<file path="config.mk">
export PLATFORM = sky130hd
export DESIGN_NAME = instruction_fetch
export DESIGN_NICKNAME = d
export VERILOG_FILES = /design/src/rtl/instruction_fetch_pkg.sv /design/src/rtl/instruction_fetch_skid_register.sv /design/src/rtl/instruction_fetch.sv
export SDC_FILE = /design/constraint.sdc
export NUM_CORES = 1
export LEC_CHECK = 0
export ABC_AREA = 1
export BUFFER_PORTS_ARGS = -buffer_cell sky130_fd_sc_hd__buf_2
export CAP_MARGIN = 20
export CORE_MARGIN = 2
export CORE_UTILIZATION = 56
export DETAILED_ROUTE_END_ITERATION = 7
export GPL_TIMING_DRIVEN = 0
export PLACE_DENSITY = 0.8
export SYNTH_ARGS = -nofsm -noshare
export SYNTH_HDL_FRONTEND = slang
export SYNTH_HIERARCHICAL = 1
export SYNTH_SLANG_ARGS = --single-unit
</file>
<file path="constraint.sdc">
create_clock -name clock -period 2.15 [get_ports clock]
set_input_delay 0.215 -clock clock [delete_from_list [all_inputs] [get_ports clock]]
set_output_delay 0.215 -clock clock [all_outputs]
set_load 0.01 [all_outputs]
</file>
<file path="src/rtl/instruction_fetch_pkg.sv">
// Shared widths, constants, state encoding and skid payload for the fetch stage.
package instruction_fetch_pkg;

  localparam int unsigned ADDR_W = 32;
  localparam int unsigned DATA_W = 32;

  localparam logic [ADDR_W-1:0] RESET_VECTOR    = 32'h0000_0000;
  localparam logic [DATA_W-1:0] NOP_WORD        = 32'h0000_0000;
  localparam logic [ADDR_W-1:0] INST_ADDR_STEP  = 32'h0000_0004;
  localparam logic [ADDR_W-1:0] ADDR_ALIGN_MASK = 32'hFFFF_FFFC;

  typedef enum logic [1:0] {
    FETCH_IDLE  = 2'd0,
    FETCH_WAIT  = 2'd1,
    FETCH_FULL  = 2'd2,
    FETCH_FLUSH = 2'd3
  } fetch_state_t;

  typedef struct packed {
    logic [ADDR_W-1:0] address;
    logic [DATA_W-1:0] word;
  } fetch_entry_t;

endpackage

</file>
<file path="src/rtl/instruction_fetch_skid_register.sv">
// One-entry holding register for a fetched word that arrived while ID was stalled.
module instruction_fetch_skid_register
  import instruction_fetch_pkg::*;
(
  input  logic         clock,
  input  logic         reset,
  input  logic         load,
  input  logic         clear,
  input  fetch_entry_t load_entry,
  output fetch_entry_t entry,
  output logic         valid
);

  // Clear wins over load; the entry is zeroed so a stale word never leaks out.
  always_ff @(posedge clock) begin
    if (!reset) begin
      valid <= 1'b0;
      entry <= '0;
    end else if (clear) begin
      valid <= 1'b0;
      entry <= '0;
    end else if (load) begin
      valid <= 1'b1;
      entry <= load_entry;
    end
  end

endmodule

</file>
<file path="src/rtl/instruction_fetch.sv">
// Fetch stage: owns the fetch PC, runs the imem request/ready handshake and feeds IF/ID.
module instruction_fetch
  import instruction_fetch_pkg::*;
(
  input  logic              clock,
  input  logic              reset,
  input  logic              stall,
  input  logic              branch_enable,
  input  logic [ADDR_W-1:0] branch_target,
  output logic              imem_request,
  output logic [ADDR_W-1:0] imem_address,
  input  logic              imem_ready,
  input  logic [DATA_W-1:0] imem_data,
  output logic [ADDR_W-1:0] if_program_counter,
  output logic [DATA_W-1:0] if_instruction,
  output logic              if_valid
);

  fetch_state_t      state;
  logic [ADDR_W-1:0] fetch_pc;
  logic [ADDR_W-1:0] target_c;
  logic [ADDR_W-1:0] next_pc_c;
  logic              skid_load_c;
  logic              skid_clear_c;
  logic              skid_valid;
  fetch_entry_t      skid_entry;
  fetch_entry_t      capture_c;

  assign target_c     = branch_target & ADDR_ALIGN_MASK;
  assign next_pc_c    = fetch_pc + INST_ADDR_STEP;
  assign capture_c    = '{address: imem_address, word: imem_data};
  assign skid_load_c  = (state == FETCH_WAIT) && imem_ready && stall && !branch_enable;
  assign skid_clear_c = (state == FETCH_FULL) && (branch_enable || !stall);

  instruction_fetch_skid_register u_skid (
    .clock      (clock),
    .reset      (reset),
    .load       (skid_load_c),
    .clear      (skid_clear_c),
    .load_entry (capture_c),
    .entry      (skid_entry),
    .valid      (skid_valid)
  );

  // Fetch FSM, PC, request and IF/ID output registers.
  always_ff @(posedge clock) begin
    if (!reset) begin
      state              <= FETCH_IDLE;
      fetch_pc           <= RESET_VECTOR;
      imem_request       <= 1'b0;
      imem_address       <= RESET_VECTOR;
      if_program_counter <= '0;
      if_instruction     <= NOP_WORD;
      if_valid           <= 1'b0;
    end else begin
      // Any unstalled cycle without a delivery presents a bubble.
      if (!stall) begin
        if_valid       <= 1'b0;
        if_instruction <= NOP_WORD;
      end
      case (state)
        FETCH_IDLE: begin
          if (branch_enable) fetch_pc <= target_c;
          if (!stall) begin
            imem_request <= 1'b1;
            imem_address <= branch_enable ? target_c : fetch_pc;
            state        <= FETCH_WAIT;
          end
        end
        FETCH_WAIT: begin
          if (branch_enable) begin
            fetch_pc <= target_c;
            if (imem_ready) imem_address <= target_c;
            else            state        <= FETCH_FLUSH;
          end else if (imem_ready) begin
            if (stall) begin
              imem_request <= 1'b0;
              state        <= FETCH_FULL;
            end else begin
              if_program_counter <= imem_address;
              if_instruction     <= imem_data;
              if_valid           <= 1'b1;
              fetch_pc           <= next_pc_c;
              imem_address       <= next_pc_c;
            end
          end
        end
        FETCH_FLUSH: begin
          if (branch_enable) fetch_pc <= target_c;
          if (imem_ready) begin
            imem_address <= branch_enable ? target_c : fetch_pc;
            state        <= FETCH_WAIT;
          end
        end
        FETCH_FULL: begin
          if (branch_enable) begin
            fetch_pc     <= target_c;
            imem_request <= 1'b1;
            imem_address <= target_c;
            state        <= FETCH_WAIT;
          end else if (!stall) begin
            if_program_counter <= skid_entry.address;
            if_instruction     <= skid_entry.word;
            if_valid           <= skid_valid;
            fetch_pc           <= next_pc_c;
            imem_request       <= 1'b1;
            imem_address       <= next_pc_c;
            state              <= FETCH_WAIT;
          end
        end
        default: state <= FETCH_IDLE;
      endcase
    end
  end

endmodule

</file>
# Word-level counts from Yosys, hierarchy flattened

Cells that the tools add are included.

Register bits: 197
Bits in latches: 0
Bits in writable memories: 0
Bits in read-only memories: 0
Input bits: 69
Output and inout port bits: 98
Word-level logic and storage cells: 90
Memories: 0

$add $sub $neg: 1
Multipliers: 0
Divide/modulo/power cells: 0
Magnitude comparators: 0
Equal/unequal tests: 14
Shifts and indexed selects: 0
Multiplexer cells: 48
Bitwise gates (word level): 1
Reductions and logical operators: 16

Operators by type and width:

| cell                                           | count |
|---|---|
| 2-to-1 mux 32 bit                              | 23 |
| one-hot mux 32 bit (2 select lines)            | 2 |
| one-hot mux 32 bit (4 select lines)            | 1 |
| one-hot mux 32 bit (3 select lines)            | 1 |
| adder 32 x 3 -> 32 bit (second input constant) | 1 |
| inequality test 2 bit (second input constant)  | 8 |
| 2-to-1 mux 2 bit                               | 7 |
| 2-to-1 mux 1 bit                               | 11 |
| inequality test 3 bit (second input constant)  | 3 |
| one-hot mux 2 bit (4 select lines)             | 1 |
| AND reduction 4 bit                            | 2 |
| AND reduction 6 bit                            | 1 |
| == test 2 bit (second input constant)          | 2 |
| logical AND 1 bit                              | 4 |
| OR reduction 2 bit                             | 2 |
| one-hot mux 1 bit (3 select lines)             | 1 |
| AND reduction 3 bit                            | 1 |
| nonzero test 3 bit                             | 1 |
| == test 2 x 1 -> 1 bit (second input constant) | 1 |
| zero test 1 bit                                | 2 |
| zero test 2 bit                                | 1 |
| one-hot mux 1 bit (2 select lines)             | 1 |
| nonzero test 2 bit                             | 1 |
| logical OR 1 bit                               | 1 |
| NOT 1 bit                                      | 1 |

# Logic depth before layout (Yosys ltp)

Gate-level depths: netlist of the first run.

Word-level depth: 5
Mapped depth: 13
Depth with buffers taken out: 12

# Modules after synthesis

Netlist of the first run, hierarchy kept.

Modules (own cells, without submodules):

| module                          | times used | cells each | area each (um2) | seq. area each (um2) |
|---|---|---|---|---|
| instruction_fetch               | 1          | 1103       | 7164.4          | 2642.5 |
| instruction_fetch_skid_register | 1          | 282        | 2253.4          | 1301.2 |

# Least setup slack after synthesis of the first run

Ideal clock, no wire load.

Path kind: flip-flop to flip-flop
From: register state[1]
To: register u_skid/entry[33] in the netlist's numbering
Library setup time: 0.070 ns
Arrival time: 1.853 ns
Required time: 2.080 ns
Slack: 0.227 ns
Stages on the path, launching flop included: 10
Path buffers: 3
Period minus slack after synthesis: 1.923 ns
Cell sequence: dfxtp_1 -> inv_1 -> ha_1 -> inv_2 -> buf_1 -> nor4_1 -> buf_4 -> buf_6 -> nand2_1 -> a21oi_1

Word-level cells in the longest chain between the ends: 4
Elaborated cells between the ends (all ways): 7
Those cells by class: eq/ne (2); reduce/logical (5)

Ends and longest elaborated chain:

| what                           | RTL line                              | RTL |
|---|---|---|
| start: declaration             | instruction_fetch.sv:19               | `fetch_state_t state;` |
| start signal: assignment       | instruction_fetch.sv:48               | `state <= FETCH_IDLE;` |
| start signal: assignment       | instruction_fetch.sv:67               | `state <= FETCH_WAIT;` |
| start signal: assignment       | instruction_fetch.sv:74               | `else state <= FETCH_FLUSH;` |
| == test 2 x 1 -> 1 bit         | instruction_fetch.sv:32               | `assign skid_load_c = (state == FETCH_WAIT) && imem_ready && stall && !branch_enable;` |
| logical AND 1 bit (3 in a row) | instruction_fetch.sv:32               |  |
| net skid_load_c                | instruction_fetch.sv:23               | `logic skid_load_c;` |
| end signal: assignment         | instruction_fetch_skid_register.sv:24 | `entry <= load_entry;` |
| end: declaration               | instruction_fetch_skid_register.sv:10 | `output fetch_entry_t entry,` |

The timed path passes the listed nets, and every way through them passes these cells.
A chain may end at the register's enable or synchronous reset.

# Final worst setup path of the first run

From: register state[0]
To: register imem_address[21]

Word-level cells in the longest chain between the ends: 3
Elaborated cells between the ends (all ways): 9
Those cells by class: eq/ne (6); mux (1); reduce/logical (2)

Ends and longest elaborated chain:

| what                                  | RTL line                | RTL |
|---|---|---|
| == test 2 bit (tied with other cells) | instruction_fetch.sv:61 | `case (state)` |
| inequality test 2 bit (no line)       | -                       |  |
| AND reduction 3 bit (no line)         | -                       |  |
| end signal: assignment                | instruction_fetch.sv:66 | `imem_address <= branch_enable ? target_c : fetch_pc;` |
| end signal: assignment                | instruction_fetch.sv:73 | `if (imem_ready) imem_address <= target_c;` |
| end signal: assignment                | instruction_fetch.sv:84 | `imem_address <= next_pc_c;` |
| end: declaration                      | instruction_fetch.sv:11 | `output logic [ADDR_W-1:0] imem_address,` |

Parallel ways exist; a longest one is shown, timed or not.

==> results of run 1 <==
[state kept, by name, indices dropped and copies added, names as in the netlist]
name                flops
fetch_pc               32
if_instruction         32
if_program_counter     32
if_valid                1
imem_address           32
imem_request            1
state                   2
u_skid/entry           64
u_skid/valid            1
[power by group through the flow]
| stage | Combinational [mW] | Sequential [mW] | Clock (mW) |
|---|---|---|---|
| after global routing | 2.56 | 4.35 | 3.37 |
| after CTS | 2.26 | 4.30 | 3.22 |
| final | 2.33 | 4.31 | 3.23 |
| after detailed placement | 2.23 | 4.38 | 0 |
| after floorplan | 1.39 | 4.35 | 0 |
| after global placement | 2.19 | 4.39 | 0 |
[routing by layer]
| metal | GRT usage [%] | up-vias | wire length [um] |
|---|---|---|---|
| met2 | 55.0 | 478 | 14100 |
| li1 | - | 4910 | - |
| met3 | 5.44 | 48 | 2250 |
| met1 | 41.4 | 4706 | 12200 |
| met5 | 0 | - | 0 |
| met4 | 10.2 | 0 | 685 |
[metrics by stage]
stage	power, mW	utilization, %
5_1_grt	10.3	67.8
3_3_place_gp	6.57	63.6
6_report	9.86	67.8
4_1_cts	9.79	67.3
3_5_place_dp	6.62	63.6
2_1_floorplan	5.74	-
[worst min-delay path by stage]
stage,slack [ns],from,cells past startpoint,endpoint
floorplan,0.36,imem_data[0],2,u_skid/entry[0]
global placement,0.44,fetch_pc[1],2,fetch_pc[1]
detailed placement,0.45,fetch_pc[1],2,fetch_pc[1]
CTS,0.03,imem_data[10],3,u_skid/entry[10]
global route,0.04,imem_data[18],3,u_skid/entry[18]
finish,0.03,imem_data[10],3,u_skid/entry[10]
[critical path: cells and delay by family (launching register included)]
kind / cells / cell delay (ns)
buffers and inverters: 5 / 0.51
DFF: 1 / 0.36
adders and majority gates: 1 / 0.30
and+or+nand+nor: 6 / 0.82
[kinds of logic (layout without fill, tap and decap cells)]
family                     after synthesis  in the layout
AOI/OAI and AO/OA                      353            353
xor gates and xnor gates                 2              2
adders and majority gates                6              6
buffers and inverters                  168            364
DFF                                    197            197
other                                    0              1
and+or+nand+nor                        659            659
[final cells by class]
| class | count | share of cell area (%) |
|---|---|---|
| sequential | 197 | 35.3 |
| inverter | 82 | 2.79 |
| tap | 220 | 2.46 |
| clock buffer | 17 | 3.80 |
| timing repair buffer | 166 | 7.46 |
| multi-input combinational | 1020 | 42.5 |
| buffer | 85 | 4.22 |
| antenna | 1 | 0.0223 |
| clock inverter | 14 | 1.46 |
[synth_stat cells, types with 2 or more instances]
| cell type | number | area (um^2) |
|---|---|---|
| buf_2 | 36 | 180 |
| nand4_1 | 8 | 50.1 |
| clkbuf_1 | 26 | 97.6 |
| a31oi_1 | 3 | 18.8 |
| inv_1 | 71 | 267 |
| o22ai_1 | 3 | 18.8 |
| o21a_1 | 32 | 240 |
| a21oi_1 | 248 | 1240 |
| nor2_4 | 3 | 33.8 |
| nor2_2 | 7 | 43.8 |
| nand3b_1 | 3 | 22.5 |
| o21ai_1 | 12 | 60.1 |
| inv_2 | 9 | 33.8 |
| nand2_1 | 411 | 1540 |
| nand3_1 | 86 | 430 |
| ha_1 | 6 | 75.1 |
| o21ai_0 | 51 | 255 |
| and2_1 | 2 | 12.5 |
| nand2_2 | 3 | 18.8 |
| nor3_1 | 11 | 55.1 |
| or2_2 | 2 | 12.5 |
| buf_4 | 8 | 60.1 |
| dfxtp_1 | 197 | 3940 |
| nor2_1 | 118 | 443 |
| buf_1 | 8 | 30.0 |
| buf_6 | 8 | 90.1 |
[repair_timing]
item,in CTS,in global routing
setup endpoints to repair,74,104
pin swaps,1,1
resized for setup,7,14
buffers inserted,0,2
==> results.json, run 1 <==
{
  "dieWidth_um": 134,
  "fin_hold_ws_ns": 0.0320,
  "clock_sinks": 197,
  "max-cap-violations": 0,
  "critical_path.endpoint": "imem_address[21]",
  "ant_nets": 0,
  "layout_commonest_cell": "nand2_1",
  "ctsHoldBuffers": 0,
  "start_util_pct": 57.0,
  "coreArea_um2": 16500,
  "syn_area_per_cell_um2": 6.80,
  "port_buffers": 164,
  "max-vdd-ir-drop_mv": 0.694,
  "area_delta_synth_final_pct": 18.9,
  "worst-path-max-fanout": 10,
  "ff_latch_area_um2": 3950,
  "yosys_warnings": 6,
  "arrival_ns": 2.41,
  "setup_tns_ns": 0,
  "p_sw_mw": 3.51,
  "clk_latency_ns": 0.45,
  "muxShareOfSynthArea_pct": 0,
  "relSlewSlack_pct": 46.0,
  "synth-simple-area-share_pct": 29.0,
  "nNetsFinal": 1644,
  "setup_viol": 0,
  "synth-seq-cells": 197,
  "grt_max_degree": 20,
  "internal_power_mw": 6.35,
  "r2r_cells": 12,
  "ios": 167,
  "r2r_start": "state[0]",
  "synth_edf_count": 0,
  "firstDrtPassIters": 6,
  "die_y_um": 134,
  "grt_pass1_vias": 9266,
  "syn-num-nets": 1460,
  "max_freq_mhz": 484,
  "slew_viol_final": 0,
  "ys_seq_area_share_pct": 41.9,
  "yosysUniqueCellTypes": 39,
  "hold_class": "input pin to flip-flop",
  "async_flop_share_pct": 0,
  "min_period_over_period_pct": 96.1,
  "gp_congestion": 0.953,
  "final_cell_mix": "411 x nand2_1, 248 x a21oi_1, 197 x buf_2, 195 x dfxtp_1, 118 x nor2_1",
  "ys.flop_type": "dfxtp_1",
  "final_cells": 1802,
  "final_area_um2": 11200,
  "synth_top_family_by_area": "simple AND/OR/NAND/NOR gates",
  "track_usage_pct": 32.1,
  "end_kind": "flip-flop",
  "root_buffer": "clkbuf_16",
  "fin_crit_ns": 2.07,
  "synth_compound_area_share_pct": 20.0,
  "numCtsBuffers": 17,
  "hold_violations": 0,
  "synthAdderAreaFrac_pct": 0.797,
  "fin_ws_ns": 0.0847,
  "worst_slew_pin_slew_ns": 0.809,
  "post-dp-hpwl_um": 21100,
  "worstSetupPathType": "flip-flop to flip-flop",
  "post-place-cells": 1769,
  "vias": 10142,
  "crit_start": "state[0]",
  "skew_ns": 0.0140,
  "antenna_found_initial": 1,
  "drive_above_1_share_pct": 18.2,
  "crit_required_ns": 2.50,
  "powerDensity_nw_per_um2": 881,
  "synth_xor_xnor_area_share_pct": 0.186,
  "power_frac_comb_pct": 23.6,
  "r2r-end": "imem_address[21]",
  "grt_pass1_wl_um": 46100,
  "dieArea_um2": 17900,
  "multi_input_area_um2": 4760,
  "dr.first_iter.drc_count": 980,
  "r2r_slack_ns": 0.08,
  "cp-start-kind": "flip-flop",
  "drc_errors": 0,
  "fillCellCount": 1492,
  "power.share.switching_pct": 35.6,
  "syn_inst": 1385,
  "pwr-share-clk_pct": 32.7,
  "max_stage_delay_ns": 0.36,
  "totalWireLength_um": 29200,
  "std_cell_rows": 47,
  "cp_cell_sequence": "inv_1, ha_4, buf_6, inv_2, nor2_4, nand3_2, inv_1, nand3_1, nand3_1, nand3_1, nand2_1, inv_1",
  "wl_per_cell_um": 16.2,
  "syn_area_um2": 9420,
  "critical-path-slowest-cell": "dfxtp_2",
  "via_per_inst": 5.63,
  "placed_area_um2": 10500,
  "tritoncts": "yes",
  "overflow": 0,
  "place_worst_setup_slack_ns": -0.249,
  "leakage_nw": 4.69,
  "status": "finished, final reports clean",
  "p_seq_share_pct": 43.7,
  "clockBufferDepth": 2,
  "htreeDepth": 4,
  "clk_pin_slew_worst_paths_ns": 0.08
}
No activity file was read; power rests on OpenSTA's default activity.
==> run 2, diff against run 1 <==
ABC_AREA = default   (was 1)
CORE_UTILIZATION = 58   (was 56)
CTS_BUF_LIST = sky130_fd_sc_hd__clkbuf_8   (was default)
PLACE_DENSITY = 0.83   (was 0.8)
==> results.json, run 2 <==
{
  "drive_above_1_share_pct": 23.8,
  "synth-seq-cells": 197,
  "gp_congestion": 0.942,
  "nNetsFinal": 1325,
  "ys.flop_type": "dfxtp_1",
  "worstSetupPathType": "flip-flop to flip-flop",
  "syn-num-nets": 1105,
  "fin_crit_ns": 2.21,
  "r2r_cells": 7,
  "drc_errors": 0,
  "clk_latency_ns": 0.49,
  "crit_required_ns": 2.56,
  "root_buffer": "clkbuf_8",
  "largest_reg_flops": 64,
  "port_buffers": 162,
  "top_register": "u_skid/entry",
  "via_per_inst": 6.07,
  "synthTopCellsByCount": "197 x dfxtp_1, 144 x nor2_1, 105 x mux2i_1",
  "path_buf_inv": 1,
  "syn_area_um2": 9180,
  "critical-path-slowest-cell": "or4_4",
  "grt_pass1_vias": 8129,
  "numCtsBuffers": 17,
  "syn_area_per_cell_um2": 8.92,
  "post-dp-hpwl_um": 19000,
  "grt_pass1_wl_um": 42000,
  "slew_viol_final": 0,
  "hold_class": "input pin to flip-flop",
  "max-cap-violations": 0,
  "violations": "setup timing",
  "syn_inst": 1030,
  "end_kind": "flip-flop",
  "hold_violations": 0,
  "die_y_um": 130,
  "coreArea_um2": 15300,
  "r2r_start": "state[0]",
  "setup_viol": 5,
  "cp_cell_sequence": "inv_4, ha_4, and4_4, nand3_4, or3_4, or4_4, a31oi_1",
  "skew_ns": 0.0126,
  "synth_area_leaders": "dfxtp_1 43%, mux2i_1 11%, nor2_1 5.9%",
  "synth.most_common_cell": "dfxtp_1",
  "cp_top_family": "simple AND/OR/NAND/NOR gates",
  "final_area_um2": 11400,
  "fin_ws_ns": -0.0565,
  "synth_edf_count": 0,
  "overflow": 0,
  "worst_slew_pin_slew_ns": 0.831,
  "layout_commonest_cell": "dfxtp_1",
  "post-place-cells": 1403,
  "start_util_pct": 60.0,
  "ys_seq_area_share_pct": 42.9,
  "leakage_nw": 4.23,
  "cp-start-kind": "flip-flop",
  "r2r-end": "fetch_pc[31]",
  "critical_path.endpoint": "fetch_pc[31]",
  "async_flop_share_pct": 0,
  "firstDrtPassIters": 5,
  "crit_start": "state[0]",
  "vias": 8941,
  "r2r_slack_ns": -0.06,
  "totalWireLength_um": 27400,
  "relSlewSlack_pct": 44.6,
  "ios": 167,
  "clock_sinks": 197,
  "cp_num_cells": 7,
  "arrival_ns": 2.62,
  "status": "complete, but fails checks",
  "powerDensity_nw_per_um2": 766,
  "dieWidth_um": 130,
  "yosys.area.top_type": "dfxtp_1",
  "worst-path-max-fanout": 7,
  "clockBufferDepth": 2,
  "min_period_over_period_pct": 103,
  "std_cell_rows": 45,
  "clk_pin_slew_worst_paths_ns": 0.10,
  "final_cell_mix": "192 x dfxtp_1, 167 x buf_2, 142 x nor2_1, 105 x mux2i_1, 77 x nand2_1",
  "max_stage_delay_ns": 0.49,
  "htreeDepth": 4,
  "area_delta_synth_final_pct": 23.7,
  "rsz0062_at_grt": "yes",
  "final_cells": 1474,
  "max-vdd-ir-drop_mv": 0.488,
  "synth.top_cell.area_share_pct": 42.9,
  "antenna_cells": 0,
  "multi_input_area_um2": 4990,
  "placed_area_um2": 10300,
  "wl_per_cell_um": 18.6,
  "yosys_warnings": 6,
  "fillCellCount": 1160,
  "dieArea_um2": 16900,
  "antenna_found_initial": 0,
  "grt_max_degree": 20,
  "max_freq_mhz": 453,
  "ff_latch_area_um2": 3950,
  "yosysUniqueCellTypes": 60,
  "tritoncts": "yes",
  "dr.first_iter.drc_count": 989,
  "track_usage_pct": 31.9,
  "ant_nets": 0
}
-- run 2: cell types whose count changed in the layout (fill, tap and decap cells not counted), moves of 32 or more --
cell,before,now
a22oi_1,0,64
inv_1,71,6
nand3_1,84,24
o21ai_0,51,17
a211oi_1,1,33
mux2i_1,0,105
a21oi_1,248,45
nand2_1,411,77
o22a_1,0,32
-- run 2: worst min path at each step --
stage | start | end | cells after the start
after global placement | u_skid/valid | u_skid/valid | 2
after floorplan | imem_data[10] | u_skid/entry[10] | 2
final | imem_data[28] | u_skid/entry[28] | 3
after global routing | imem_data[22] | u_skid/entry[22] | 3
after CTS | imem_data[30] | u_skid/entry[30] | 3
after detailed placement | u_skid/valid | u_skid/valid | 2
-- run 2: per-layer routing --
| metal | share of wire [%] | global-route usage (%) | wire length (um) |
|---|---|---|---|
| met1 | 44 | 45.1 | 12200 |
| met5 | 0 | 0 | 0 |
| met2 | 45 | 49.6 | 12400 |
| met3 | 7.9 | 5.21 | 2170 |
| met4 | 2.3 | 11.1 | 633 |
-- run 2: stage by stage --
step | utilization, % | hold WS (ns) | power, mW | TNS [ns] | setup slack [ns]
finish | 74.2 | 0.00108 | 8.70 | -0.110 | -0.0565
global placement | 67.1 | 0.448 | 5.90 | -65.60 | -0.597
CTS | 72.7 | 0.00119 | 8.53 | 0 | 0.000764
floorplan | - | 0.362 | 5.28 | 0 | 0.00109
detailed placement | 67.1 | 0.459 | 5.94 | -75.61 | -0.640
global route | 74.2 | 0.00521 | 9.02 | -0.564 | -0.107
-- run 2: worst reg2reg max path, cell delays in order, from the launching register on --
cell and delay, ns:
dfxtp_2 0.37, inv_4 0.06, ha_4 0.30, and4_4 0.26, nand3_4 0.11, or3_4 0.37, or4_4 0.49, a31oi_1 0.18
-- run 2: logic make-up after synthesis --
| group | after synthesis | synth area share [%] |
|---|---|---|
| XOR/XNOR | 28 | 2.67 |
| buffers and inverters | 96 | 4.93 |
| flip-flops | 197 | 42.9 |
| adder cells (fa/ha/maj) | 6 | 0.817 |
| AND/OR/NAND/NOR | 344 | 17.6 |
| multiplexers | 105 | 11.4 |
| AO/OA/AOI/OAI | 254 | 19.6 |
-- run 2: repair_timing --
item,4_1_cts,5_1_grt
pin swaps,6,15
endpoints found under the setup margin,193,155
hold buffers,24,0
cloned,0,0
buffers inserted,9,11
gates resized for setup,38,60
hold endpoints to repair,24,0
-- run 2: final cells by class --
cell class,count,share of cell area (%)
multi-input combinational,737,43.9
sequential,197,34.8
timing repair buffer,205,10.7
buffer,83,4.16
tap,211,2.32
clock buffer,18,2.18
clock inverter,14,1.62
inverter,9,0.341
-- run 2: report_power, final --
group          total (mW)  internal (mW)  switching [mW]
clock                2.56           1.12            1.44
combinational        2.02          0.787            1.23
sequential           4.12           3.87           0.251
